**src/rtl/ram_arbiter.sv**
```systemverilog
// ram_arbiter: two-requester arbiter in front of a single-port synchronous RAM.
//   Port 0 (CPU) and port 1 (DMA/loader) compete for one RAM access per cycle.
//   The grant is combinational from the requests and registered owner/burst state.
//   A port keeps the RAM for at most BURST_MAX consecutive grants while the other
//   port is waiting. Read data comes back one cycle after a read grant, flagged
//   by that port's registered rvalid.
//
// Build option:
//   RAM_ARB_RR_EN  defined   : a tie from idle goes to the port not granted last
//                  undefined : a tie from idle always goes to port 0
//
// Ports:
//   clk, rst_n                       clock, asynchronous active-low reset
//   m0_req/we/addr/wdata -> m0_gnt   port 0 request, accepted in the same cycle
//   m0_rvalid                        port 0 read data valid (cycle after read grant)
//   m1_*                             same as port 0, for port 1
//   rdata                            shared read data (pass-through of ram_dout)
//   ram_addr/ram_din/ram_we          RAM request side, driven by the granted port
//   ram_dout                         RAM registered read data
module ram_arbiter #(
  parameter int unsigned AW        = 16,
  parameter int unsigned DW        = 16,
  parameter int unsigned BURST_MAX = 4
) (
  input  logic          clk,
  input  logic          rst_n,
  input  logic          m0_req,
  input  logic          m0_we,
  input  logic [AW-1:0] m0_addr,
  input  logic [DW-1:0] m0_wdata,
  output logic          m0_gnt,
  output logic          m0_rvalid,
  input  logic          m1_req,
  input  logic          m1_we,
  input  logic [AW-1:0] m1_addr,
  input  logic [DW-1:0] m1_wdata,
  output logic          m1_gnt,
  output logic          m1_rvalid,
  output logic [DW-1:0] rdata,
  output logic [AW-1:0] ram_addr,
  output logic [DW-1:0] ram_din,
  output logic          ram_we,
  input  logic [DW-1:0] ram_dout
);

  localparam int unsigned CW = (BURST_MAX > 1) ? $clog2(BURST_MAX) : 1;
  localparam logic [CW-1:0] CNT_LAST = CW'(BURST_MAX - 1);

  typedef enum logic [1:0] {
    OWN_NONE,
    OWN_P0,
    OWN_P1
  } owner_e;

  owner_e        owner_q, owner_d;
  logic [CW-1:0] cnt_q, cnt_d;
  logic          m0_rvalid_q, m0_rvalid_d;
  logic          m1_rvalid_q, m1_rvalid_d;
  logic          gnt0, gnt1;
  logic          pick0, pick1;
  logic          reselect;

`ifdef RAM_ARB_RR_EN
  logic last_q, last_d;
`endif

  // State register
  always_ff @(posedge clk or negedge rst_n) begin
    if (!rst_n) begin
      owner_q     <= OWN_NONE;
      cnt_q       <= '0;
      m0_rvalid_q <= 1'b0;
      m1_rvalid_q <= 1'b0;
`ifdef RAM_ARB_RR_EN
      last_q      <= 1'b1;
`endif
    end else begin
      owner_q     <= owner_d;
      cnt_q       <= cnt_d;
      m0_rvalid_q <= m0_rvalid_d;
      m1_rvalid_q <= m1_rvalid_d;
`ifdef RAM_ARB_RR_EN
      last_q      <= last_d;
`endif
    end
  end

  // Next-state and grant decision
  always_comb begin
    // Choice used from idle, or when the current owner drops its request,
    // so that a handover never costs a dead cycle.
    pick0 = 1'b0;
    pick1 = 1'b0;
    if (m0_req && m1_req) begin
`ifdef RAM_ARB_RR_EN
      pick0 = last_q;
      pick1 = ~last_q;
`else
      pick0 = 1'b1;
`endif
    end else begin
      pick0 = m0_req;
      pick1 = m1_req;
    end

    gnt0     = 1'b0;
    gnt1     = 1'b0;
    owner_d  = OWN_NONE;
    cnt_d    = '0;
    reselect = 1'b0;

    unique case (owner_q)
      OWN_P0: begin
        if (!m0_req) begin
          reselect = 1'b1;
        end else if (!m1_req || cnt_q < CNT_LAST) begin
          gnt0    = 1'b1;
          owner_d = OWN_P0;
          // Saturates while the other port is idle, so a late arrival on the
          // other port takes over at once.
          cnt_d   = (cnt_q < CNT_LAST) ? cnt_q + 1'b1 : cnt_q;
        end else begin
          gnt1    = 1'b1;
          owner_d = OWN_P1;
        end
      end
      OWN_P1: begin
        if (!m1_req) begin
          reselect = 1'b1;
        end else if (!m0_req || cnt_q < CNT_LAST) begin
          gnt1    = 1'b1;
          owner_d = OWN_P1;
          cnt_d   = (cnt_q < CNT_LAST) ? cnt_q + 1'b1 : cnt_q;
        end else begin
          gnt0    = 1'b1;
          owner_d = OWN_P0;
        end
      end
      default: reselect = 1'b1;
    endcase

    if (reselect) begin
      gnt0    = pick0;
      gnt1    = pick1;
      owner_d = pick0 ? OWN_P0 : (pick1 ? OWN_P1 : OWN_NONE);
    end

    // No grant may leak out while reset is held.
    gnt0 = gnt0 & rst_n;
    gnt1 = gnt1 & rst_n;

    m0_rvalid_d = gnt0 & ~m0_we;
    m1_rvalid_d = gnt1 & ~m1_we;

`ifdef RAM_ARB_RR_EN
    last_d = gnt0 ? 1'b0 : (gnt1 ? 1'b1 : last_q);
`endif
  end

  // Outputs
  always_comb begin
    m0_gnt    = gnt0;
    m1_gnt    = gnt1;
    m0_rvalid = m0_rvalid_q;
    m1_rvalid = m1_rvalid_q;
    rdata     = ram_dout;
    ram_addr  = '0;
    ram_din   = '0;
    ram_we    = 1'b0;
    if (gnt0) begin
      ram_addr = m0_addr;
      ram_din  = m0_wdata;
      ram_we   = m0_we;
    end else if (gnt1) begin
      ram_addr = m1_addr;
      ram_din  = m1_wdata;
      ram_we   = m1_we;
    end
  end

endmodule

```
**config.mk**
```make
export PLATFORM = sky130hd
export DESIGN_NAME = ram_arbiter
export DESIGN_NICKNAME = d
export VERILOG_FILES = /design/src/rtl/ram_arbiter.sv
export SDC_FILE = /design/constraint.sdc
export NUM_CORES = 1
export LEC_CHECK = 0
export CAP_MARGIN = 5
export CORE_UTILIZATION = 23
export CTS_BUF_LIST = sky130_fd_sc_hd__clkbuf_4
export DETAILED_ROUTE_END_ITERATION = 8
export PLACE_DENSITY = 0.8
export SLEW_MARGIN = 20
export SYNTH_ARGS = -nofsm -noshare
export SYNTH_HDL_FRONTEND = slang
export SYNTH_SLANG_ARGS = --single-unit
```
**constraint.sdc**
```tcl
create_clock -name clk -period 2.7 [get_ports clk]
set_input_delay 0.54 -clock clk [delete_from_list [all_inputs] [get_ports clk]]
set_output_delay 0.54 -clock clk [all_outputs]
set_load 0.02 [all_outputs]
```
==> results of run 1 <==
[logic make-up after synthesis]
kind of cell | count (synthesis)
buffers and inverters | 29
flip-flops | 6
adder cells (fa/ha/maj) | 2
multiplexers | 2
AND/OR/NAND/NOR | 13
AO/OA/AOI/OAI | 46
[cells in the final DEF, fill, tap and decap left out, types with 3 or more instances in the layout]
master / instances
a21oi_1: 4
clkdlybuf4s50_1: 70
buf_2: 9
inv_1: 5
a22o_1: 32
clkbuf_4: 3
nand3_1: 4
buf_4: 20
dfrtp_1: 6
buf_6: 24
[registers in the layout, indices dropped and copies added (netlist names)]
signal,flops
owner_q,2
cnt_q,2
m0_rvalid,1
m1_rvalid,1
[per-layer routing]
layer	vias up	GRT usage
met4	0	0.0682
met3	12	0.0362
met1	539	0.174
li1	587	-
met2	75	0.315
met5	-	0
[power by group through the flow]
stage          registers, mW  clock network (mW)  logic [mW]
3_3_place_gp           0.107                   0       0.589
3_5_place_dp           0.108                   0       0.593
4_1_cts                0.107              0.0892       0.578
2_1_floorplan          0.111                   0       0.323
5_1_grt                0.108              0.0943       0.713
6_report               0.107              0.0848       0.669
[repair_timing]
| action | 4_1_cts | 5_1_grt |
|---|---|---|
| endpoints found under the setup margin | 35 | 34 |
| pin swaps | 3 | 12 |
| resized for setup | 136 | 57 |
| setup buffers | 7 | 2 |
| cloned | 0 | 2 |
[metrics by stage]
| step | worst slack, ns | instances |
|---|---|---|
| finish | 0.0347 | 254 |
| global route | -0.100 | 254 |
| CTS | 0.00866 | 250 |
| detailed placement | -0.521 | 241 |
| global placement | -0.482 | 241 |
| floorplan | 0.369 | 98 |
[final cells by class]
| type | instances | area (sq um) | share of cell area |
|---|---|---|---|
| inverters | 5 | 18.8 | 0.00909 |
| flip-flops and latches | 6 | 150 | 0.0727 |
| well taps | 46 | 57.6 | 0.0279 |
| multi-input cells | 63 | 522 | 0.253 |
| clock buffers | 3 | 22.5 | 0.0109 |
| repair buffers | 131 | 1290 | 0.627 |
[critical path, cell delays in order (launching register included)]
cell and delay, ns:
dfrtp_1 0.37, inv_1 0.06, ha_2 0.20, and4b_1 0.21
a311oi_2 0.24, o211a_1 0.25, buf_6 0.15, buf_8 0.13
a22o_1 0.16, buf_6 0.12
[how the worst max path moves through the flow]
| stage | from | to | slack, ns | cells past startpoint |
|---|---|---|---|---|
| after floorplan | owner_q[0]$_DFF_PN0_ | ram_we | 0.37 | 7 |
| after global placement | m1_req | ram_din[9] | -0.48 | 7 |
| after detailed placement | m1_req | ram_din[7] | -0.52 | 7 |
| after CTS | owner_q[0]$_DFF_PN0_ | ram_din[11] | 0.009 | 9 |
| after global routing | owner_q[0]$_DFF_PN0_ | ram_addr[6] | -0.10 | 9 |
| final | owner_q[0]$_DFF_PN0_ | ram_addr[2] | 0.03 | 9 |
==> results.tsv, run 1 <==
stage	metric	value	unit
sta	Tmin final	2.67	ns
detailed_routing	final wirelength	3620	um
synth	post-synthesis adder-cell area fraction	0.0288	
power_and_ir_drop	Max IR drop VDD	0.169	mV
synth	Synth async-reset ratio	1.00	
finish	fin area	2060	sq um
detailed_routing	drt first-iter violations	22	
floorplan	core area	3470	sq um
detailed_routing	Pre-Repair DR Iteration Count	4	
power_and_ir_drop	Switching Power	0.327	mW
cts	Sink Count	6	
floorplan	Vert. Die Dim	63.5	um
placed_design	Area after DPL	1920	sq um
cts	clk_lat worst skew	0.25	ns
synth	mux cell area share after synthesis	0.0259	
synth	Post-Synthesis Cells	98	
critical_path	R2R depth	6	
synth	Post-synth EDFFs	0	
critical_path	worst r2r src	owner_q[0]$_DFF_PN0_	
finish	Layout area overhead	137	%
global_route	initial antenna violation count	0	
placed_design	Port Buf Inserts	106	
critical_path	crit path DAT	2.13	ns
sta	final hold violations	0	
power_and_ir_drop	Logic pwr share	0.778	
detailed_routing	vias per inst	4.78	
synth	syn_area_per_cell	8.87	sq um
global_route	GR Util All Layers	0.167	
finish	share of cells above drive strength 1	0.332	
min_path	hold_sp	cnt_q[0]$_DFF_PN0_	
run_status	run status	finished, final reports clean	
synth	post-synthesis cell area	870	sq um
power_and_ir_drop	internal power	0.534	mW
synth	Post-Synth Simple-Gate Area	0.0849	
synth	top cells by area, synth	a22o_1 32%, dfrtp_1 17%, buf_4 15%	
synth	Synth Net Count	186	
critical_path	Required @ worst endpoint	2.16	ns
cts	CTS H-Tree Depth	1	
sta	slew margin rel.	0.828	
cts	hold_buf cts	0	
detailed_routing	met1 wire length	1340	um
finish	ant diodes	0	
global_route	grt total ovfl	0	
global_route	first-pass GRT wire length	5420	um
critical_path	Startpoint Class	flip-flop	
placed_design	GP Congestion	0.867	
sta	Slew @ Worst Pin	0.257	ns
sta	Final Slew Violations	0	
floorplan	FP Rows	21	
sta	skew final	0.00644	ns
detailed_routing	Wirelength per Cell	14.2	um
synth	Synth Area in Compound Gates	0.439	
synth	Synth top area share	0.322	
critical_path	FF-to-FF End	m1_rvalid$_DFF_PN0_	
power_and_ir_drop	total power draw	0.861	mW
synth	Unique masters post-synth	28	
global_route	largest net degree at the start of global routing	33	
finish	final core utilization	0.595	
cts	Max clock buf depth	2	
floorplan	Die Area	4030	sq um
finish	NumNets Final	298	
critical_path	reg2reg setup slack	1.05	ns
power_and_ir_drop	Sw Ratio	0.380	
power_and_ir_drop	PD cells	417	nW/um^2
min_path	hold endpoint	cnt_q[0]$_DFF_PN0_	
sta	fmax	375	MHz
sta	final worst path period share	0.987	
floorplan	IO Count	139	
sta	endpoints failing setup	0	
finish	number of fill cells	315	
cts	CTS Root Cell	clkbuf_4	
synth	sequential area share after synthesis	0.173	
global_route	vias in the first global route	1137	
power_and_ir_drop	part of the power in registers	0.124	
detailed_routing	Antenna Nets Post-Route	0	
critical_path	Crit Path Max Fanout	11	
sta	unrepaired setup endpoints after global routing	yes	
floorplan	Die X	63.5	um
power_and_ir_drop	leak pwr	0.937	nW
synth	Synth Register Bits	6	
synth	Synth area leader	a22o_1	
sta	worst hold slack	0.626	ns
min_path	class of the worst hold path	reg -> reg	
synth	largest family of logic cells by synthesized area	compound AO/OA/AOI/OAI gates	
synth	Main synth FF type	dfrtp_1	
detailed_routing	Remaining DRCs	0	
detailed_routing	WL met3	325	um
synth	top cells by count, synth	32 x a22o_1, 17 x buf_4, 6 x dfrtp_1	
run	max-cap violation count	0	
critical_path	kind of end point of the critical path	output port	
sta	setup TNS	0	ns
synth	most frequent cell after synthesis	a22o_1	
critical_path	critical path class	reg -> out	
synth	Ys Warns	0	
detailed_routing	Via Count	1213	
cts	CTS clk-pin slew, worst paths	0.05	ns
detailed_routing	met2 routed WL	1860	um
floorplan	initial core utilization	0.251	
power_and_ir_drop	clock network fraction of total power	0.099	
cts	Inserted Clock Buffers	3	
min_path	Hold Crit Depth	2	
detailed_routing	DR top layer	met4	
cts	CTS tree	done	
placed_design	DP HPWL	2730	um
synth	Synth Area in XOR/XNOR	0	
Note: power is estimated with default switching activity, not from simulation.
==> inputs of run 2 (changes only) <==
--- a/config.mk
+++ b/config.mk
@@ -9,7 +9,8 @@
 export CORE_UTILIZATION = 23
 export CTS_BUF_LIST = sky130_fd_sc_hd__clkbuf_4
 export DETAILED_ROUTE_END_ITERATION = 8
-export PLACE_DENSITY = 0.8
+export MAX_ROUTING_LAYER = met4
+export PLACE_DENSITY_LB_ADDON = 0.12
 export SLEW_MARGIN = 20
 export SYNTH_ARGS = -nofsm -noshare
 export SYNTH_HDL_FRONTEND = slang
==> results.tsv, run 2 (synthesized netlist as in run 1, its figures left out) <==
stage	metric	value	unit	change
sta	final hold violations	0		unchanged
cts	clk_lat worst skew	0.25	ns	about the same
critical_path	critical path class	reg -> out		
sta	Tmin final	2.67	ns	+0.00432 ns
placed_design	Port Buf Inserts	106		unchanged
power_and_ir_drop	clock network fraction of total power	0.104		+0.005
detailed_routing	Wirelength per Cell	15.8	um	+11%
min_path	hold_sp	cnt_q[0]$_DFF_PN0_		
finish	NumNets Final	289		-3.0%
detailed_routing	Remaining DRCs	0		unchanged
critical_path	crit path DAT	2.13	ns	about the same
detailed_routing	vias per inst	4.87		+2.0%
power_and_ir_drop	part of the power in registers	0.131		+0.007
run_status	run status	finished, final reports clean		
floorplan	core area	3470	sq um	unchanged
sta	unrepaired setup endpoints after global routing	yes		
floorplan	initial core utilization	0.251		unchanged
power_and_ir_drop	Sw Ratio	0.389		+0.00872
floorplan	Die X	63.5	um	unchanged
global_route	grt total ovfl	0		unchanged
global_route	largest net degree at the start of global routing	33		unchanged
global_route	GR Util All Layers	0.187		+0.0202
critical_path	Required @ worst endpoint	2.16	ns	about the same
sta	fmax	375	MHz	-0.16%
finish	Layout area overhead	129	%	
power_and_ir_drop	Max IR drop VDD	0.168	mV	-0.45%
critical_path	kind of end point of the critical path	output port		
sta	skew final	0.000445	ns	-0.00599 ns
global_route	first-pass GRT wire length	5750	um	+6.1%
cts	Max clock buf depth	2		unchanged
cts	CTS clk-pin slew, worst paths	0.04	ns	about the same
floorplan	IO Count	139		unchanged
placed_design	GP Congestion	0.818		-5.7%
detailed_routing	drt first-iter violations	44		+100%
power_and_ir_drop	leak pwr	0.885	nW	-5.5%
finish	Non-Filler Instances	245		-3.5%
cts	Inserted Clock Buffers	3		unchanged
cts	CTS tree	done		
cts	Sink Count	6		unchanged
sta	Slew @ Worst Pin	0.241	ns	-0.0162 ns
critical_path	start point of the critical path	owner_q[0]$_DFF_PN0_		
cts	CTS H-Tree Depth	1		unchanged
detailed_routing	Antenna Nets Post-Route	0		unchanged
sta	endpoints failing setup	0		unchanged
min_path	class of the worst hold path	reg -> reg		
sta	Final Slew Violations	0		unchanged
critical_path	Startpoint Class	flip-flop		
detailed_routing	Pre-Repair DR Iteration Count	4		unchanged
cts	CTS Root Cell	clkbuf_4		
detailed_routing	final wirelength	3860	um	+6.7%
finish	share of cells above drive strength 1	0.302		-0.0302
critical_path	worst r2r src	owner_q[0]$_DFF_PN0_		
finish	most common cell after layout, fill and taps aside	clkdlybuf4s50_1		
finish	number of fill cells	331		+5.1%
run	max-cap violation count	0		unchanged
power_and_ir_drop	total power draw	0.827	mW	-3.9%
power_and_ir_drop	internal power	0.506	mW	-5.2%
sta	final worst path period share	0.989		+0.00160
global_route	vias in the first global route	1196		+5.2%
detailed_routing	Via Count	1194		-1.6%
power_and_ir_drop	PD cells	416	nW/um^2	-0.26%
power_and_ir_drop	Switching Power	0.322	mW	-1.7%
floorplan	Vert. Die Dim	63.5	um	unchanged
placed_design	DP HPWL	3080	um	+13%
global_route	initial antenna violation count	0		unchanged
finish	ant diodes	0		unchanged
sta	slew margin rel.	0.839		+0.0108
floorplan	Die Area	4030	sq um	unchanged
placed_design	Placed Cells	240		-0.41%
power_and_ir_drop	Logic pwr share	0.765		-0.013
finish	largest registers	cnt_q x2, owner_q x2		
critical_path	Crit Path Max Fanout	11		unchanged
finish	commonest cells after routing, fill and taps aside	70 x clkdlybuf4s50_1, 32 x a22o_1, 25 x buf_6		
floorplan	FP Rows	21		unchanged
run 2: cell count changes in the layout (fill, tap and decap cells not counted), sizes merged:
| cell | change |
|---|---|
| clkdlybuf4s15 | -1 |
| buf | -8 |
run 2: power by group through the flow:
stage | Sequential, mW | Combinational (mW) | Clock, mW
after floorplan | 0.111 | 0.323 | 0
final | 0.108 | 0.633 | 0.0861
after detailed placement | 0.109 | 0.600 | 0
after global placement | 0.109 | 0.594 | 0
after CTS | 0.108 | 0.545 | 0.0873
after global routing | 0.110 | 0.670 | 0.0920
run 2: critical path, stage by stage, from the launching register on:
cell and delay [ns]:
dfrtp_1 0.37, inv_1 0.06, ha_2 0.17, and4b_1 0.20, a311oi_2 0.27, o211a_1 0.22, buf_6 0.14, clkbuf_16 0.15
a22o_1 0.17, buf_6 0.12
run 2: through the flow:
step           hold WS [ns]  worst slack (ns)  instance area (sq um)  utilization  setup TNS [ns]
2_1_floorplan         0.244             0.369                    870            -               0
3_3_place_gp          0.538            -0.476                   1920        0.554          -15.29
3_5_place_dp          0.557            -0.540                   1920        0.554          -16.74
4_1_cts               0.575           0.00350                   1800        0.519               0
5_1_grt               0.616           -0.0400                   1990        0.574          -0.405
6_report              0.583            0.0304                   1990        0.574               0
run 2: timing repair:
item                                    in CTS  in global routing
buffers inserted                             1                  0
endpoints found under the setup margin      35                 34
pin swaps                                    3                  9
cloned                                       0                  1
hold buffers                                 0                  0
resized for setup                          142                 56
run 2: layout make-up:
| class | count | area (sq um) | area share |
|---|---|---|---|
| multi-input cells | 63 | 508 | 0.255 |
| flip-flops and latches | 6 | 150 | 0.0755 |
| repair buffers | 122 | 1230 | 0.619 |
| inverters | 5 | 18.8 | 0.00943 |
| clock buffers | 3 | 22.5 | 0.0113 |
| well taps | 46 | 57.6 | 0.0289 |
run 2: layer usage:
layer / vias up / wire length [um] / global-route usage / share of wire
met1: 548 / 1340 / 0.177 / 0.35
met2: 68 / 2140 / 0.360 / 0.55
met4: 0 / 48 / 0.0568 / 0.012
li1: 564 / - / - / -
met5: - / 0 / - / 0
met3: 14 / 336 / 0.0489 / 0.087
run 2: final timing paths:
kind / end / slack [ns] / cells after the start
max: ram_din[2] / 0.03 / 9
min: cnt_q[0]$_DFF_PN0_ / 0.58 / 1
max reg2reg: m0_rvalid$_DFF_PN0_ / 0.93 / 8
min reg2reg: cnt_q[0]$_DFF_PN0_ / 0.58 / 1
max in group asynchronous: cnt_q[0]$_DFF_PN0_ / 1.92 / 2
min in group asynchronous: owner_q[1]$_DFF_PN0_ / 0.66 / 2
==> inputs of run 3 (changes only) <==
--- a/config.mk
+++ b/config.mk
@@ -9,6 +9,7 @@
 export CORE_UTILIZATION = 23
 export CTS_BUF_LIST = sky130_fd_sc_hd__clkbuf_4
 export DETAILED_ROUTE_END_ITERATION = 8
+export GPL_TIMING_DRIVEN = 1
 export MAX_ROUTING_LAYER = met4
 export PLACE_DENSITY_LB_ADDON = 0.12
 export SLEW_MARGIN = 20
==> results of run 3 <==
Same layout as run 2: the final DEF is identical, and so are final timing and power.
